[config.mk]
export PLATFORM = sky130hd
export DESIGN_NAME = fifo_wr_arbiter
export DESIGN_NICKNAME = d
export VERILOG_FILES = /design/src/rtl/fifo_wr_arbiter_pkg.sv /design/src/rtl/fifo_wr_arbiter_rr_pick.sv /design/src/rtl/fifo_wr_arbiter.sv
export SDC_FILE = /design/constraint.sdc
export NUM_CORES = 1
export LEC_CHECK = 0
export BUFFER_PORTS_ARGS = -buffer_cell sky130_fd_sc_hd__buf_2
export CORE_AREA = 10 10 124 126
export DETAILED_ROUTE_END_ITERATION = 8
export DIE_AREA = 0 0 134 136
export GPL_ROUTABILITY_DRIVEN = 0
export GPL_TIMING_DRIVEN = 0
export SLEW_MARGIN = 0
export SYNTH_ARGS = -nofsm -noshare
export SYNTH_HDL_FRONTEND = slang
export SYNTH_SLANG_ARGS = --single-unit
[constraint.sdc]
create_clock -name clk -period 2.6 [get_ports clk]
set_input_delay 0.52 -clock clk [delete_from_list [all_inputs] [get_ports clk]]
set_output_delay 0.52 -clock clk [all_outputs]
set_load 0.02 [all_outputs]
[src/rtl/fifo_wr_arbiter_pkg.sv]
// Shared DDR4 controller definitions: arbiter FSM states, fifo_wdata tag layout
// and a small modular-increment helper used by the round-robin logic.
package ddr_mc_pkg;

  typedef enum logic {
    ARB_IDLE = 1'b0,
    ARB_LOCK = 1'b1
  } arb_state_e;

  localparam int ARB_N_REQ     = 4;
  localparam int ARB_DATA_W    = 64;
  localparam int ARB_MAX_BURST = 8;
  localparam int ARB_LOCK_TMO  = 16;

  // Downstream decoders find the source tag above the payload in fifo_wdata.
  localparam int TAG_LSB = ARB_DATA_W;

  // (a + b) mod n, valid for a < n and b < n; avoids a generic divider.
  function automatic int unsigned wrap_add(input int unsigned a,
                                           input int unsigned b,
                                           input int unsigned n);
    int unsigned s;
    s = a + b;
    if (s >= n) s = s - n;
    return s;
  endfunction

endpackage

[src/rtl/fifo_wr_arbiter_rr_pick.sv]
// Round-robin picker: rotate the request vector by ptr, priority-encode the
// lowest set bit, then un-rotate to recover the requester index.
module rr_pick
  import ddr_mc_pkg::*;
#(
  parameter  int N_REQ = ARB_N_REQ,
  localparam int ID_W  = $clog2(N_REQ)
) (
  input  logic [N_REQ-1:0] req,
  input  logic [ID_W-1:0]  ptr,
  output logic             any,
  output logic [ID_W-1:0]  idx
);

  logic [N_REQ-1:0] rot;
  logic [ID_W-1:0]  off;

  always_comb begin
    rot = '0;
    off = '0;
    any = 1'b0;
    idx = '0;
    for (int k = 0; k < N_REQ; k++) begin
      rot[k] = req[ID_W'(wrap_add(32'(ptr), k, N_REQ))];
    end
    // Descending scan so the smallest offset from ptr wins.
    for (int k = N_REQ - 1; k >= 0; k--) begin
      if (rot[k]) begin
        off = ID_W'(k);
        any = 1'b1;
      end
    end
    idx = ID_W'(wrap_add(32'(ptr), 32'(off), N_REQ));
  end

endmodule

[src/rtl/fifo_wr_arbiter.sv]
// Round-robin write-side arbiter with burst lock for a shared command/data FIFO;
// each accepted beat is pushed as {gnt_id, payload}.
module fifo_wr_arbiter
  import ddr_mc_pkg::*;
#(
  parameter  int N_REQ     = ARB_N_REQ,
  parameter  int DATA_W    = ARB_DATA_W,
  parameter  int MAX_BURST = ARB_MAX_BURST,
  parameter  int LOCK_TMO  = ARB_LOCK_TMO,
  localparam int ID_W      = $clog2(N_REQ)
) (
  input  logic                    clk,
  input  logic                    rst,
  input  logic [N_REQ-1:0]        req_valid,
  input  logic [N_REQ*DATA_W-1:0] req_data,
  input  logic [N_REQ-1:0]        req_last,
  output logic [N_REQ-1:0]        req_ready,
  output logic                    fifo_winc,
  output logic [ID_W+DATA_W-1:0]  fifo_wdata,
  input  logic                    fifo_wfull,
  output logic [ID_W-1:0]         gnt_id,
  output logic                    busy,
  output logic                    burst_trunc
);

  localparam int BEAT_W = $clog2(MAX_BURST) + 1;
  localparam int TMO_W  = $clog2(LOCK_TMO) + 1;

  arb_state_e        state_q, state_d;
  logic [ID_W-1:0]   rr_ptr_q, rr_ptr_d;
  logic [ID_W-1:0]   gnt_id_q, gnt_id_d;
  logic [BEAT_W-1:0] beat_cnt_q, beat_cnt_d;
  logic [TMO_W-1:0]  tmo_cnt_q, tmo_cnt_d;
  logic              trunc_q, trunc_d;

  logic              pick_any;
  logic [ID_W-1:0]   pick_idx;
  logic [DATA_W-1:0] data_arr [N_REQ];
  logic              gnt_valid;
  logic              gnt_last;
  logic              xfer;

  for (genvar g = 0; g < N_REQ; g++) begin : g_data
    assign data_arr[g] = req_data[g*DATA_W +: DATA_W];
  end

  rr_pick #(.N_REQ(N_REQ)) u_pick (
    .req (req_valid),
    .ptr (rr_ptr_q),
    .any (pick_any),
    .idx (pick_idx)
  );

  assign gnt_valid   = req_valid[gnt_id_q];
  assign gnt_last    = req_last[gnt_id_q];
  assign gnt_id      = gnt_id_q;
  assign busy        = (state_q == ARB_LOCK);
  assign burst_trunc = trunc_q;

  always_ff @(posedge clk) begin
    if (rst) begin
      state_q    <= ARB_IDLE;
      rr_ptr_q   <= '0;
      gnt_id_q   <= '0;
      beat_cnt_q <= '0;
      tmo_cnt_q  <= '0;
      trunc_q    <= 1'b0;
    end else begin
      state_q    <= state_d;
      rr_ptr_q   <= rr_ptr_d;
      gnt_id_q   <= gnt_id_d;
      beat_cnt_q <= beat_cnt_d;
      tmo_cnt_q  <= tmo_cnt_d;
      trunc_q    <= trunc_d;
    end
  end

  always_comb begin
    state_d    = state_q;
    rr_ptr_d   = rr_ptr_q;
    gnt_id_d   = gnt_id_q;
    beat_cnt_d = beat_cnt_q;
    tmo_cnt_d  = tmo_cnt_q;
    trunc_d    = 1'b0;
    req_ready  = '0;
    fifo_winc  = 1'b0;
    fifo_wdata = '0;
    xfer       = 1'b0;

    case (state_q)
      ARB_IDLE: begin
        if (pick_any) begin
          gnt_id_d   = pick_idx;
          beat_cnt_d = '0;
          tmo_cnt_d  = '0;
          state_d    = ARB_LOCK;
        end
      end

      ARB_LOCK: begin
        req_ready[gnt_id_q] = ~fifo_wfull;
        xfer       = gnt_valid & ~fifo_wfull;
        fifo_winc  = xfer;
        fifo_wdata = {gnt_id_q, data_arr[gnt_id_q]};

        // A full FIFO with valid high stalls both counters; an idle requester ages the lock.
        if (xfer) begin
          beat_cnt_d = beat_cnt_q + 1'b1;
          tmo_cnt_d  = '0;
          if (gnt_last || (beat_cnt_q == BEAT_W'(MAX_BURST - 1))) begin
            state_d  = ARB_IDLE;
            rr_ptr_d = ID_W'(wrap_add(32'(gnt_id_q), 1, N_REQ));
            trunc_d  = ~gnt_last;
          end
        end else if (!gnt_valid) begin
          if (tmo_cnt_q == TMO_W'(LOCK_TMO - 1)) begin
            state_d  = ARB_IDLE;
            rr_ptr_d = ID_W'(wrap_add(32'(gnt_id_q), 1, N_REQ));
            trunc_d  = 1'b1;
          end else begin
            tmo_cnt_d = tmo_cnt_q + 1'b1;
          end
        end
      end

      default: state_d = ARB_IDLE;
    endcase
  end

endmodule

-- Word level (Yosys, flattened, before mapping)
Cells that the tools add are included.
Widths: inputs -> output; s select.
- register bits: 15
- bits in latches: 0
- memory bits (writable): 0
- memory bits (read-only): 0
- input bits: 267
- output and inout bits: 75
- word-level logic and storage cells: 110
- memories: 0
- $add $sub $neg: 13
- $mul: 0
- div/mod/pow operators: 0
- order comparisons: 13
- eq/ne operators: 8
- shift operators: 0
- multiplexer cells: 56
- bitwise operators: 6
- reductions and logical operators: 8
- operators with widths (cell ; count):
    $bmux 64 s2 ; 1
    $mux 64 ; 2
    $mux 66 ; 1
    $mux 2 ; 14
    $mux 1 ; 21
    $mux 5 ; 4
    $ge 3x3->1 const B ; 6
    $lt 2x3->1 const B ; 5
    $bmux 1 s2 ; 6
    $mux 4 ; 3
    $sub 2x1->2 const B ; 6
    $pmux 5 s2 ; 1
    $pmux 4 s2 ; 1
    $add 2x1->3 const B ; 2
    $add 2x2->3 const B ; 2
    $ne 2x1->1 const B ; 3
    $add 5x1->5 const B ; 1
    $eq 5x4->1 const B ; 1
    $add 4x1->4 const B ; 1
    $and 4x4->4 ; 1
    $eq 4x3->1 const B ; 1
    $reduce_and 2->1 ; 2
    $reduce_and 4->1 ; 1
    $add 2x2->3 ; 1
    other kinds (15) ; 17

-- Longest topological paths before layout
Gate-level depths: netlist of run 1.
- word-level depth: 12
- gate-level depth with buffers: 8
- gate-level depth less buffers: 7

-- By module
Synthesis of run 1 repeated with hierarchy kept, for this count alone.
- cell total of the unflattened synthesis: 267
- area total of the unflattened synthesis: 2952.8 sq um
- modules (own cells, without submodules) (module ; instances ; cells an instance ; area an instance (sq um) ; sequential area each (sq um)):
    fifo_wr_arbiter ; 1 ; 242 ; 2786.4 ; 300.3
    rr_pick ; 1 ; 25 ; 166.4 ; 0.0

-- Worst setup path before layout of run 1
Ideal clock, no wire load.
- path type: register to output
- from: register gnt_id_q[0], in the netlist gnt_id[0]
- to: output fifo_wdata[0]
- arrival: 1.962 ns
- data required time: 2.080 ns
- setup slack: 0.118 ns
- cell stages (with the launch flop): 6
- buffers on the path: 3
- path through: dfxtp_1 -> buf_6 -> buf_2 -> buf_2 -> mux4_2 -> and2_1
- word-level cells in the longest chain between the ends: 5
- ends and longest elaborated chain (what ; RTL line ; RTL):
    start: declaration ; fifo_wr_arbiter.sv:31 ; logic [ID_W-1:0] gnt_id_q, gnt_id_d;
    start signal: assignment ; fifo_wr_arbiter.sv:71 ; gnt_id_q <= gnt_id_d;
    $not 2->3 (not written as such) ; fifo_wr_arbiter.sv:104 ; fifo_wdata = {gnt_id_q, data_arr[gnt_id_q]};
    $bmux 64 s2 ; fifo_wr_arbiter.sv:104 ;
    $mux 64 (not written as such) (2 in a row) ; fifo_wr_arbiter.sv:104 ;
    $mux 66 ; fifo_wr_arbiter.sv:90 ; case (state_q)
    end: declaration ; fifo_wr_arbiter.sv:19 ; output logic [ID_W+DATA_W-1:0] fifo_wdata,
Every way passes these cells. The select of a mux whose other input is x is not followed.

-- Worst setup path in the final report of run 1
- from: register gnt_id_q[0], in the netlist gnt_id[0]
- to: output fifo_wdata[55]
Same word-level chain as after synthesis.

==> results of run 1 <==
-- power by group --
part / switching (mW) / total, mW / leakage, nW / internal, mW
clock: 0.0872 / 0.294 / 0.0382 / 0.207
sequential: 0.0118 / 0.251 / 0.123 / 0.239
combinational: 0.480 / 1.01 / 2.28 / 0.528
total: 0.579 / 1.55 / 2.44 / 0.975
-- worst min path at each step --
stage	start	to	slack, ps	cells after the start
floorplan	tmo_cnt_q[4]	tmo_cnt_q[4]	480	2
global placement	tmo_cnt_q[4]	tmo_cnt_q[4]	490	2
detailed placement	tmo_cnt_q[4]	tmo_cnt_q[4]	510	2
CTS	tmo_cnt_q[4]	tmo_cnt_q[4]	520	2
global route	tmo_cnt_q[4]	tmo_cnt_q[4]	560	2
finish	tmo_cnt_q[4]	tmo_cnt_q[4]	530	2
-- cell families after synthesis --
| logic type | after synthesis |
|---|---|
| simple gates | 120 |
| xor+xnor | 5 |
| mux | 70 |
| compound gates | 16 |
| fa+ha+maj | 8 |
| flops | 15 |
| buf+inv | 32 |
-- registers in the layout (all words and copies together), names as in the netlist --
register     flops
beat_cnt_q       4
burst_trunc      1
busy             1
gnt_id           2
rr_ptr_q         2
tmo_cnt_q        5
-- cells in the final DEF, fill, tap and decap left out, drive strengths merged --
| master | instances |
|---|---|
| or3b | 1 |
| nor4b | 1 |
| o221ai | 1 |
| diode | 2 |
| or4 | 1 |
| o22ai | 1 |
| a221o | 2 |
| a22o | 1 |
| o31ai | 1 |
| nor2b | 4 |
| a21oi | 6 |
| nor3 | 8 |
| buf | 353 |
| nand3 | 2 |
| dfxtp | 15 |
| mux4 | 67 |
| or3 | 1 |
| o21ba | 1 |
| a31oi | 1 |
| mux2i | 1 |
| xnor2 | 4 |
| xor2 | 1 |
| and2 | 68 |
| nor3b | 1 |
| clkbuf | 16 |
| nor2 | 16 |
| and3 | 2 |
| mux2 | 2 |
| nor4 | 1 |
| o211a | 1 |
| ha | 8 |
| nand3b | 1 |
| nand2 | 8 |
| inv | 7 |
| nand2b | 5 |
| a2111oi | 1 |
-- worst max-delay path, stage by stage, from the launching register on --
cell	delay, ps
dfxtp_2	360
buf_6	150
buf_8	200
buf_8	190
mux4_2	510
and2_1	180
buf_2	160
-- cell usage after synthesis, types with 2 or more instances --
cell and number:
nor2b_1 4, mux2_2 2, dfxtp_1 15, nor2_1 16, buf_1 6, clkbuf_1 13
nand2_1 8, nand3_1 2, nand2b_1 5, a21oi_1 6, buf_2 5, a221o_1 2
ha_1 8, xnor2_1 4, and3_1 2, mux4_2 67, and2_1 68, nor3_1 8
inv_1 7
-- metal layers --
metal / track usage [%] / part of all wire, %
met1: 20.5 / 37
met4: 2.90 / 1.2
met2: 31.2 / 52
met3: 4.76 / 9.6
met5: 0 / 0.069
-- layout make-up --
| cell class | instances | area (µm²) |
|---|---|---|
| Multi-Input combinational cell | 219 | 2500 |
| Timing Repair Buffer | 340 | 1700 |
| Antenna cell | 2 | 5.00 |
| Fill cell | 1339 | 7980 |
| Clock buffer | 4 | 78.8 |
| Inverter | 7 | 26.3 |
| Sequential cell | 15 | 303 |
| Tap cell | 176 | 220 |
| Buffer | 25 | 164 |
-- stage by stage --
stage | setup TNS [ps] | std cells | cell area (µm²)
finish | 0 | 788 | 5000
global route | -139 | 787 | 4990
CTS | 0 | 786 | 4980
detailed placement | -18100 | 782 | 4850
global placement | -14900 | 782 | 4850
floorplan | 0 | 266 | 2930
-- repair_timing --
action                                  4_1_cts  5_1_grt
endpoints found under the setup margin       62       40
endpoints found under the hold margin         0        0
gates resized for setup                      22        5
==> results.yml, run 1 <==
run_status:
  status: "complete, no violations"
synth:
  synth_edf_count: 0
  synth_seq_cells: 15
  synth_top_family_by_area: "multiplexers"
  synth_mux_area_share_pct: 52.6
  synthSimpleGateAreaFrac_pct: 23.4
  synth_ff_type: "dfxtp_1"
  netlist_area_um2: 2930
  synth_top_area_cell: "mux4_2"
  synth_area_leaders: "mux4_2, and2_1, dfxtp_1, ha_1, nor2_1"
  synth-xor-area-share_pct: 1.49
  synth_compound_area_share_pct: 4.27
  yosys.area_share.adder_pct: 3.41
  synth_cell_types: 37
  synth_top_cell_area_share_pct: 51.5
  synthArstFlopShare_pct: 0
  avgSynthCellArea_um2: 11.0
  syn_nets: 541
  seq_area_frac_synth_pct: 10.2
  netlist_instances: 266
  ys_warn_count: 0
sta:
  maxClockFrequency_mhz: 396
  worst_pin_slew_ps: 508
  setup_violations: 0
  report.final.slew_viol_count: 0
  timing.slew.headroom_pct: 66.1
  fin_ws_ps: 76.6
  rsz0062_at_grt: "true"
  fin_crit_sh_pct: 97.1
  timing.final.crit_period_ps: 2520
  finClkSkew_ps: 0.971
  fin_hold_ws_ps: 529
  finalHoldViolations: 0
drt:
  wirelength_um: 17400
  routedWlPerCell_um: 22.0
  drtIter0Drc: 190
  ant_nets: 0
  vias: 3842
  firstDrtPassIters: 4
  vias_per_cell: 4.88
  drc: 0
power:
  powerDensity_nw_per_um2: 311
  power_mw: 1.55
  leakage_nw: 2.44
  vdd_drop_max_uv: 302
clocking:
  clk_latency_ps: 240
  post_cts.repair.setup_buffers: 0
  clk_path_buf_depth: 2
  cts_tree: "yes"
  cts.clk_slew.worst_paths_ps: 50
  cts_buffers: 3
  cts_root_buf: "clkbuf_16"
  hold_buffers: 0
  h-tree-depth: 1
  clkSinkCount: 15
critical_path:
  cp.arrival_ps: 2000
  endpoint_kind: "primary output"
  startpoint_type: "flop"
  path_class: "flop to primary output"
  cp-endpoint: "fifo_wdata[55]"
  cp-startpoint: "gnt_id[0]"
  worstPathRequired_ps: 2080
  timing.rr.start: "rr_ptr_q[0]"
  r2r_end: "gnt_id[1]"
  reg2reg_depth: 8
  r2r_setup_slack_ps: 430
  crit_fanout: 10
placement:
  portBuffers: 340
  pre_cts_slack_ps: -447
  hpwl_um: 15700
floorplanning:
  num_io_pins: 342
  fp.dieH_um: 136
  initial_core_util_pct: 22.6
  rows: 42
  core_area_um2: 13000
  die_x_um: 134
  die_area_um2: 18200
global_routing:
  grt_overflow: 0
  grt_pass1_vias: 4161
  grt_util_all_layers_pct: 17.3
  grt_max_degree: 11
  grt_pass1_wl_um: 25200
  antenna_found_initial: 2
layout:
  area_delta_synth_final_pct: 70.4
  utilization_pct: 38.5
  final_nets: 886
  drive_gt1_share_pct: 70.7
job:
  cap_viol_max_count: 0
worst_hold_path:
  hp-class: "flop to flop"
No activity file was read; power rests on OpenSTA's default activity.
==> inputs of run 2 (changes only) <==
CELL_PAD_IN_SITES_DETAIL_PLACEMENT = 0   (was unset)
CELL_PAD_IN_SITES_GLOBAL_PLACEMENT = 1   (was unset)
CORE_AREA = 10 10 125 127   (was 10 10 124 126)
DIE_AREA = 0 0 135 137   (was 0 0 134 136)
PLACE_DENSITY_LB_ADDON = 0.1   (was unset)
clock period = 3.25 ns   (was 2.6 ns; I/O delays follow)
==> results.yml, run 2 (synthesis results as in run 1) <==
critical_path:
  critPathMaxStageDelay_ps: 570
  path_class: "flop to primary output"
  endpoint_kind: "primary output"
  slowest_stage: "clkbuf_1"
  startpoint_type: "flop"
  crit_fanout: 10
  cp.arrival_ps: 2430
  critPathMostFrequentCell: "buf_2"
  worstPathRequired_ps: 2600
  reg2reg_depth: 4
  crit_chain: "buf_2 > clkbuf_1 > mux4_2 > and2_1 > buf_2"
drt:
  routedWlPerCell_um: 23.9
  firstDrtPassIters: 4
  wirelength_um: 18900
  drc: 0
  highest_layer: "met5"
  vias_per_cell: 4.68
  dr_wl_met3_um: 1810
  vias: 3700
  ant_nets: 0
  wl_met1_um: 6950
  drtIter0Drc: 105
  met2_length_um: 10100
power:
  swShare_pct: 37.3
  switching_power_mw: 0.456
  comb_power_share_pct: 64.6
  leakage_nw: 2.40
  powerDensity_nw_per_um2: 247
  p_clk_share_pct: 19.0
  power_frac_seq_pct: 16.3
  vdd_drop_max_uv: 162
  power_mw: 1.22
  p_int_mw: 0.767
sta:
  timing.final.crit_period_ps: 3080
  maxClockFrequency_mhz: 324
  report.final.slew_viol_count: 0
  worst_pin_slew_ps: 840
  finalHoldViolations: 0
  timing.slew.headroom_pct: 44.0
  tns_ps: 0
  rsz0062_at_grt: "false"
  setup_violations: 0
  finClkSkew_ps: 4.08
  fin_crit_sh_pct: 94.9
  fin_hold_ws_ps: 506
layout:
  final_common_cell: "buf_2"
  mostFrequentLayoutCells: "buf_2, and2_1, mux4_2"
  utilization_pct: 37.8
  area_delta_synth_final_pct: 68.9
  largest_register_ff_count: 5
  final_nets: 886
  drive_gt1_share_pct: 69.0
  top_register: "tmo_cnt_q"
  reg_top3: "tmo_cnt_q x5, beat_cnt_q x4"
run_status:
  status: "complete, no violations"
floorplanning:
  rows: 42
  die_x_um: 135
  die_area_um2: 18500
  num_io_pins: 342
  fp.dieH_um: 137
  initial_core_util_pct: 22.4
  core_area_um2: 13100
global_routing:
  grt_pass1_vias: 3864
  grt_pass1_wl_um: 26100
  grt_overflow: 0
  grt_util_all_layers_pct: 18.9
  antenna_found_initial: 9
  grt_max_degree: 11
placement:
  hpwl_um: 17100
  portBuffers: 340
clocking:
  cts_tree: "yes"
  clk_latency_ps: 240
  cts_buffers: 3
  clkSinkCount: 15
  cts_root_buf: "clkbuf_16"
  cts.clk_slew.worst_paths_ps: 50
  h-tree-depth: 1
  clk_path_buf_depth: 2
worst_hold_path:
  holdPathStages: 2
  hp-class: "flop to flop"
job:
  cap_viol_max_count: 0
[run 2: cell types whose count changed in the layout (fill, tap and decap cells not counted), sizes merged]
cell,previous run,this run
diode,2,5
clkbuf,16,19
buf,353,350
[run 2: stage by stage]
| stage | std cells | instance area [µm²] | setup WS, ps |
|---|---|---|---|
| floorplan | 266 | 2930 | 638 |
| global placement | 782 | 4850 | 142 |
| detailed placement | 782 | 4850 | 119 |
| CTS | 786 | 4930 | 62.9 |
| global route | 789 | 4950 | 8.89 |
| finish | 791 | 4950 | 165 |
[run 2: power groups by stage]
| stage | Sequential [mW] | Clock [mW] | Combinational (mW) |
|---|---|---|---|
| detailed placement | 0.204 | 0 | 0.800 |
| finish | 0.200 | 0.233 | 0.791 |
| global route | 0.201 | 0.250 | 0.856 |
| CTS | 0.200 | 0.239 | 0.802 |
| global placement | 0.204 | 0 | 0.791 |
| floorplan | 0.204 | 0 | 0.470 |
[run 2: final timing paths]
kind | slack [ps] | endpoint | startpoint
setup / recovery | 170 | fifo_wdata[19] | gnt_id[1]
setup reg to reg | 1150 | rr_ptr_q[0] | busy
hold reg to reg | 510 | tmo_cnt_q[4] | tmo_cnt_q[4]
hold / removal | 510 | tmo_cnt_q[4] | tmo_cnt_q[4]
[run 2: worst max-delay path, delay by kind of cell, from the launching register on]
family                 cells  cell delay [ps]
DFF                        1              510
muxes                      1              430
buffers and inverters      3             1070
and+or+nand+nor            1              180
[run 2: cell type report]
cell class	count	area, µm²
Inverter	7	26.3
Multi-Input combinational cell	219	2500
Fill cell	1402	8130
Clock buffer	4	78.8
Antenna cell	5	12.5
Timing Repair Buffer	340	1700
Sequential cell	15	300
Tap cell	176	220
Buffer	25	114
[run 2: routing by layer]
layer  vias to the layer above  global-route usage, %
li1                       1727                      -
met1                      1809                   20.7
met2                       146                   34.5
met3                        10                   7.44
met4                         8                   2.33
met5                         -                      0
[run 2: what timing repair did]
| item | CTS | global route |
|---|---|---|
| setup endpoints to repair | 32 | 12 |
| resized for setup | 1 | 2 |
| hold buffers | 0 | 0 |
| buffers inserted | 0 | 0 |
==> inputs of run 3 (changes only) <==
CTS_BUF_LIST = sky130_fd_sc_hd__clkbuf_16   (was unset)
==> results.yml, run 3 (synthesis results as in run 1) <==
placement:
  placedInstanceArea_um2: 4850
  hpwl_um: 17100
  portBuffers: 340
drt:
  ant_nets: 0
  routedWlPerCell_um: 23.9
  met2_length_um: 10100
  highest_layer: "met5"
  vias: 3701
  dr_wl_met3_um: 1810
  wirelength_um: 18900
  wl_met1_um: 6940
  drc: 0
  firstDrtPassIters: 4
  vias_per_cell: 4.68
  drtIter0Drc: 105
critical_path:
  crit_fanout: 10
  startpoint_type: "flop"
  crit_chain: "buf_2 > clkbuf_1 > mux4_2 > and2_1 > buf_2"
  endpoint_kind: "primary output"
  path_class: "flop to primary output"
  critPathMaxStageDelay_ps: 570
  cp.arrival_ps: 2430
  worstPathRequired_ps: 2600
  slowest_stage: "clkbuf_1"
  cp_top_family: "buffers and inverters"
  path_buf_inv: 3
  critPathMostFrequentCell: "buf_2"
floorplanning:
  rows: 42
  core_area_um2: 13100
  initial_core_util_pct: 22.4
  fp.dieH_um: 137
  die_area_um2: 18500
  num_io_pins: 342
  die_x_um: 135
clocking:
  cts_root_buf: "clkbuf_16"
  clkSinkCount: 15
  cts.clk_slew.worst_paths_ps: 50
  cts_buffers: 3
  h-tree-depth: 1
  clk_path_buf_depth: 2
  cts_tree: "yes"
  clk_latency_ps: 240
layout:
  final_common_cell: "buf_2"
  design_area_um2: 4950
  ff_latch_area_um2: 300
  multi_input_area_um2: 2500
  mostFrequentLayoutCells: "buf_2, and2_1, mux4_2"
  fillers: 1402
  drive_gt1_share_pct: 69.0
  final_nets: 886
  area_delta_synth_final_pct: 68.9
  largest_register_ff_count: 5
  reg_top3: "tmo_cnt_q x5, beat_cnt_q x4"
  top_register: "tmo_cnt_q"
global_routing:
  grt_overflow: 0
  grt_util_all_layers_pct: 18.9
  antenna_found_initial: 9
  grt_pass1_vias: 3864
  grt_max_degree: 11
  grt_pass1_wl_um: 26100
power:
  p_clk_share_pct: 18.8
  vdd_drop_max_uv: 162
  leakage_nw: 2.41
  powerDensity_nw_per_um2: 246
  comb_power_share_pct: 64.8
  p_int_mw: 0.764
  switching_power_mw: 0.457
  power_frac_seq_pct: 16.4
  swShare_pct: 37.4
sta:
  fin_hold_ws_ps: 506
  timing.slew.headroom_pct: 44.0
  timing.final.crit_period_ps: 3080
  finalHoldViolations: 0
  maxClockFrequency_mhz: 324
  finClkSkew_ps: 3.99
  tns_ps: 0
  worst_pin_slew_ps: 840
  setup_violations: 0
  report.final.slew_viol_count: 0
  rsz0062_at_grt: "false"
  fin_crit_sh_pct: 94.9
worst_hold_path:
  hp-class: "flop to flop"
run_status:
  status: "complete, no violations"
job:
  cap_viol_max_count: 0
==> run 3: power by group through the flow <==
stage | Clock [mW] | Sequential, mW | Combinational (mW)
final | 0.230 | 0.200 | 0.791
after global routing | 0.247 | 0.201 | 0.856
after detailed placement | 0 | 0.204 | 0.800
after CTS | 0.236 | 0.200 | 0.802
after floorplan | 0 | 0.204 | 0.470
after global placement | 0 | 0.204 | 0.791
==> run 3: stage by stage <==
stage	setup WS [ps]	util (%)	power, mW	instances
floorplan	638	-	0.674	266
global placement	142	37.1	0.995	782
detailed placement	119	37.1	1.00	782
CTS	62.9	37.7	1.24	786
global route	8.89	37.8	1.30	789
finish	165	37.8	1.22	791
==> run 3: path summary, 6_finish.rpt <==
kind | startpoint | to | slack [ps] | cells past startpoint
worst max-delay path | gnt_id[1] | fifo_wdata[19] | 170 | 5
worst min-delay path | tmo_cnt_q[4] | tmo_cnt_q[4] | 510 | 2
worst max register to register | busy | rr_ptr_q[0] | 1150 | 4
worst min register to register | tmo_cnt_q[4] | tmo_cnt_q[4] | 510 | 2
==> run 3: cell type report <==
cell class	count	share of cell area, %
timing repair buffer	340	34.4
multi-input combinational	219	50.4
sequential	15	6.07
buffer	25	2.30
antenna	5	0.253
clock inverter	1	0.0758
clock buffer	3	1.52
tap	176	4.45
inverter	7	0.531
==> run 3: routing by layer <==
metal | GRT usage [%] | vias up
li1 | - | 1727
met1 | 20.7 | 1810
met2 | 34.5 | 146
met3 | 7.44 | 10
met4 | 2.33 | 8
met5 | 0 | -
==> run 3: repair_timing <==
action,in CTS,in global routing
hold buffers,0,0
gates resized for setup,1,2
setup buffers,0,0
setup endpoints to repair,32,12
==> run 3: worst register-to-register path, stage by stage (launching register included) <==
cell and delay, ps:
dfxtp_1 500, nor2b_1 450, nand2_1 250, o22ai_1 410, mux2_2 380
